--- src/rtl/decode_stage.sv ---
`default_nettype none
// +--------------------------------------------------------------------------+
// | decode_stage: field split, 32x32 register file, load-use hazard, EX reg  |
// | rev 1.0                                                                  |
// +--------------------------------------------------------------------------+
module decode_stage #(
    parameter int         NREGS   = 32,
    parameter logic [6:0] NOP_OPC = 7'h7F,
    parameter logic [6:0] LDB_OPC = 7'h10,
    parameter logic [6:0] LDW_OPC = 7'h11
) (
    input  logic        clk,
    input  logic        reset,
    input  logic [31:0] inst,
    input  logic        inst_valid,
    input  logic        enable,
    input  logic        flush,
    input  logic        wb_en,
    input  logic [4:0]  wb_reg,
    input  logic [31:0] wb_data,
    output logic [6:0]  opcode,
    output logic [4:0]  dstout,
    output logic [31:0] src1,
    output logic [31:0] src2,
    output logic [4:0]  src1_reg,
    output logic [4:0]  src2_reg,
    output logic [9:0]  offsetlo,
    output logic        valid_out,
    output logic        stall_fetch
);

    logic [31:0] r_regs [NREGS];

    logic [6:0]  w_opc;
    logic [4:0]  w_dst;
    logic [4:0]  w_rs1;
    logic [4:0]  w_rs2;
    logic [9:0]  w_off;
    logic [31:0] w_rd1;
    logic [31:0] w_rd2;
    logic        w_prev_load;
    logic        w_hazard;

    assign w_opc = inst[31:25];
    assign w_dst = inst[24:20];
    assign w_rs1 = inst[19:15];
    assign w_rs2 = inst[14:10];
    assign w_off = inst[9:0];

    // Same-cycle write-back is forwarded so a replayed or concurrent reader sees it.
    always_comb begin
        w_rd1 = r_regs[w_rs1];
        w_rd2 = r_regs[w_rs2];
        if (w_rs1 == 5'd0) begin
            w_rd1 = '0;
        end else if (wb_en && (wb_reg == w_rs1)) begin
            w_rd1 = wb_data;
        end
        if (w_rs2 == 5'd0) begin
            w_rd2 = '0;
        end else if (wb_en && (wb_reg == w_rs2)) begin
            w_rd2 = wb_data;
        end
    end

    assign w_prev_load = valid_out && ((opcode == LDB_OPC) || (opcode == LDW_OPC));
    assign w_hazard    = w_prev_load && (dstout != 5'd0) && inst_valid &&
                         ((dstout == w_rs1) || (dstout == w_rs2));
    assign stall_fetch = w_hazard || !enable;

    always_ff @(posedge clk or posedge reset) begin
        if (reset) begin
            for (int i = 0; i < NREGS; i++) begin
                r_regs[i] <= '0;
            end
        end else if (wb_en && (wb_reg != 5'd0)) begin
            r_regs[wb_reg] <= wb_data;
        end
    end

    // Bubbles carry zero indices so downstream bypass compares never match.
    always_ff @(posedge clk or posedge reset) begin
        if (reset) begin
            opcode    <= NOP_OPC;
            dstout    <= '0;
            src1      <= '0;
            src2      <= '0;
            src1_reg  <= '0;
            src2_reg  <= '0;
            offsetlo  <= '0;
            valid_out <= 1'b0;
        end else if (enable) begin
            if (flush || w_hazard || !inst_valid) begin
                opcode    <= NOP_OPC;
                dstout    <= '0;
                src1      <= '0;
                src2      <= '0;
                src1_reg  <= '0;
                src2_reg  <= '0;
                offsetlo  <= '0;
                valid_out <= 1'b0;
            end else begin
                opcode    <= w_opc;
                dstout    <= w_dst;
                src1      <= w_rd1;
                src2      <= w_rd2;
                src1_reg  <= w_rs1;
                src2_reg  <= w_rs2;
                offsetlo  <= w_off;
                valid_out <= 1'b1;
            end
        end
    end

endmodule
`default_nettype wire

--- config.mk ---
export PLATFORM = sky130hd
export DESIGN_NAME = decode_stage
export DESIGN_NICKNAME = d
export VERILOG_FILES = /design/src/rtl/decode_stage.sv
export SDC_FILE = /design/constraint.sdc
export NUM_CORES = 2
export LEC_CHECK = 0
export CAP_MARGIN = 25
export CORE_MARGIN = 5
export CORE_UTILIZATION = 33
export DETAILED_ROUTE_END_ITERATION = 6
export MAX_ROUTING_LAYER = met4
export PLACE_DENSITY_LB_ADDON = 0.25
export SYNTH_ARGS = -nofsm -noshare
export SYNTH_HDL_FRONTEND = slang
export SYNTH_SLANG_ARGS = --single-unit
--- constraint.sdc ---
create_clock -name clk -period 53.8 [get_ports clk]
set_input_delay 16.14 -clock clk [delete_from_list [all_inputs] [get_ports clk]]
set_output_delay 16.14 -clock clk [all_outputs]
set_load 0.1 [all_outputs]
==> impl_metrics.json <==
{
  "status": "finished, final reports clean",
  "yosysTopAreaCellShare_pct": 48.1,
  "slew-limit-headroom_pct": 25.5,
  "endpoint_kind": "output port",
  "cts_made_buffers": 134,
  "cts_resized": 0,
  "grt_pass1_vias": 38764,
  "rrSetupSlack_ns": 50.90,
  "insertion_delay_ns": 0.78,
  "synthTopCellsByArea": "dfrtp_1 48%, mux2_2 20%, mux4_2 17%",
  "die_h_um": 429,
  "syn-cell-area_um2": 58000,
  "grt_max_degree": 172,
  "root_buffer": "clkbuf_16",
  "rsz0062_at_grt": "no",
  "clk_pin_slew_worst_paths_ns": 0.06,
  "fin_hold_ws_ns": 0.393,
  "maxCapViolCount": 0,
  "critPathRequiredTime_ns": 37.66,
  "setup_viol": 0,
  "ys.flop_type": "dfrtp_1",
  "ys_ff_latch": 1121,
  "min_path_cells": 0,
  "cts_tree": "built",
  "port_buffers": 172,
  "r2r-start": "opcode[4]",
  "initial_core_util_pct": 33.3,
  "grt-ovfl-total": 0,
  "r2r_cells": 6,
  "synth_most_common_cell": "dfrtp_1",
  "synth_cell_types": 43,
  "min_from": "r_regs[999]",
  "clk_path_buf_depth": 3,
  "synth_nets": 4048,
  "p_per_area_nw_per_um2": 38.0,
  "fillerInstances": 16257,
  "syn_to_final_growth_pct": 15.0,
  "synth-edff-count": 0,
  "nets": 4023,
  "syn_avg_cell_area_um2": 14.6,
  "post_cts.repair.setup_buffers": 0,
  "grt_pass1_wl_mm": 285,
  "dr.pass1.iters": 5,
  "rr_endpoint": "src1[7]",
  "async_flop_share_pct": 100,
  "dieArea_um2": 184000,
  "worst_slew_pin_slew_ns": 1.12,
  "cp_max_fo": 8,
  "yosys.area.top_type": "dfrtp_1",
  "postCtsHoldBufs": 0,
  "syn_inst": 3973,
  "period_needed_ns": 34.99,
  "die_x_um": 429,
  "finalMaxSlewViolations": 0,
  "core_area_um2": 174000,
  "largest_register_ffs": 1024,
  "drc_errors": 0,
  "num_vias": 37048,
  "vias_per_cell": 5.81,
  "p_leak_uw": 0.0282,
  "fmax_mhz": 28.6,
  "critPathKind": "input port to output port",
  "rows": 153,
  "crit_arrival_ns": 18.85,
  "cts-htree-levels": 4,
  "yosys-top-cells-count": "1114 x dfrtp_1, 1052 x mux2_2, 448 x mux4_2",
  "clock_sinks": 1121,
  "fin_setup_tns_ns": 0,
  "yosys_warnings": 0,
  "seq_area_frac_synth_pct": 48.4,
  "cp-start-kind": "input port",
  "wl_mm": 193,
  "io_pins": 173,
  "grt_usage_pct": 21.4,
  "wl_per_cell_um": 30.3,
  "hpwl_mm": 106,
  "finalCritPeriodShare_pct": 65.0,
  "final-hold-violation-count": 0,
  "min_to": "r_regs[999]",
  "drtAntennaViolNets": 0,
  "hold_path_class": "flop to flop",
  "fin_skew_ns": 0.0178,
  "initialDrtViolationCount": 3019,
  "ir_drop_mv": 0.0334,
  "antenna_found_initial": 2,
  "drive_gt1_share_pct": 46.6,
  "globalplace.congestion": 0.786
}
critical path, stage by stage:
cell	delay, ns
clkdlybuf4s50_1	0.74
xnor2_1	0.18
nand2_1	0.08
o22ai_1	0.33
nand2_1	0.13
nand2_1	0.10
clkdlybuf4s50_1	1.14
logic make-up (layout without fill, tap and decap cells):
| group | Yosys count | after routing | synth area share [%] |
|---|---|---|---|
| buffers and inverters | 512 | 592 | 3.70 |
| flip-flops | 1121 | 1121 | 48.4 |
| other | 0 | 3 | 0 |
| AND/OR/NAND/NOR | 265 | 265 | 2.04 |
| AO/OA/AOI/OAI | 423 | 423 | 5.45 |
| multiplexers | 1632 | 1632 | 40.1 |
| XOR/XNOR | 20 | 20 | 0.302 |
cells in the final DEF, fill, tap and decap left out, drive strengths merged, types with 65 or more instances in the layout:
cell           Yosys  layout
clkdlybuf4s50      0     164
buf              160     124
inv               59      68
mux4             448     448
mux2            1056    1056
a22oi            128     128
nand2            141     141
mux2i            128     128
dfrtp           1114    1114
o22ai             65      65
clkbuf           293     206
through the flow:
stage                     cell area (um2)  instances  setup slack, ns  utilization, %  power (uW)
after floorplan                     58000       3973             6.10               -        1480
after global placement              61800       6122            18.70            35.5        1600
after detailed placement            62100       6133            18.80            35.6        1610
after CTS                           66500       6374            18.80            38.2        2550
after global routing                66700       6379            18.65            38.2        2640
final                               66700       6381            18.81            38.2        2530
layer usage:
metal | track usage [%] | share of wire (%) | vias to the layer above
met3 | 3.55 | 5.3 | 291
li1 | - | - | 15221
met5 | - | 0 | -
met1 | 28.7 | 44 | 20415
met2 | 33.8 | 48 | 1121
met4 | 6.12 | 2.9 | 0
final cells by class:
class / instances / area (um2) / area share (%)
flip-flops and latches: 1121 / 28100 / 42.1
multi-input cells: 2340 / 28100 / 42.1
clock buffers: 202 / 3970 / 5.96
repair buffers: 292 / 2930 / 4.39
well taps: 2325 / 2910 / 4.36
clock inverters: 39 / 502 / 0.753
inverters: 59 / 229 / 0.343
diodes: 3 / 7.51 / 0.0113
power by group:
part | switching (uW) | internal, uW | leakage (uW)
logic | 216 | 278 | 0.0116
clock network | 373 | 558 | 0.00221
registers | 110 | 995 | 0.0144
total | 699 | 1830 | 0.0282
worst max path at each step:
| stage | startpoint | to | slack [ns] | cells past startpoint |
|---|---|---|---|---|
| 2_1_floorplan | reset | dstout[0] | 6.10 | 1 |
| 3_3_place_gp | inst[10] | stall_fetch | 18.70 | 7 |
| 3_5_place_dp | inst[10] | stall_fetch | 18.80 | 7 |
| 4_1_cts | inst[17] | stall_fetch | 18.80 | 7 |
| 5_1_grt | inst[10] | stall_fetch | 18.65 | 7 |
| 6_report | inst[17] | stall_fetch | 18.81 | 7 |
Note: power is estimated with default switching activity, not from simulation.
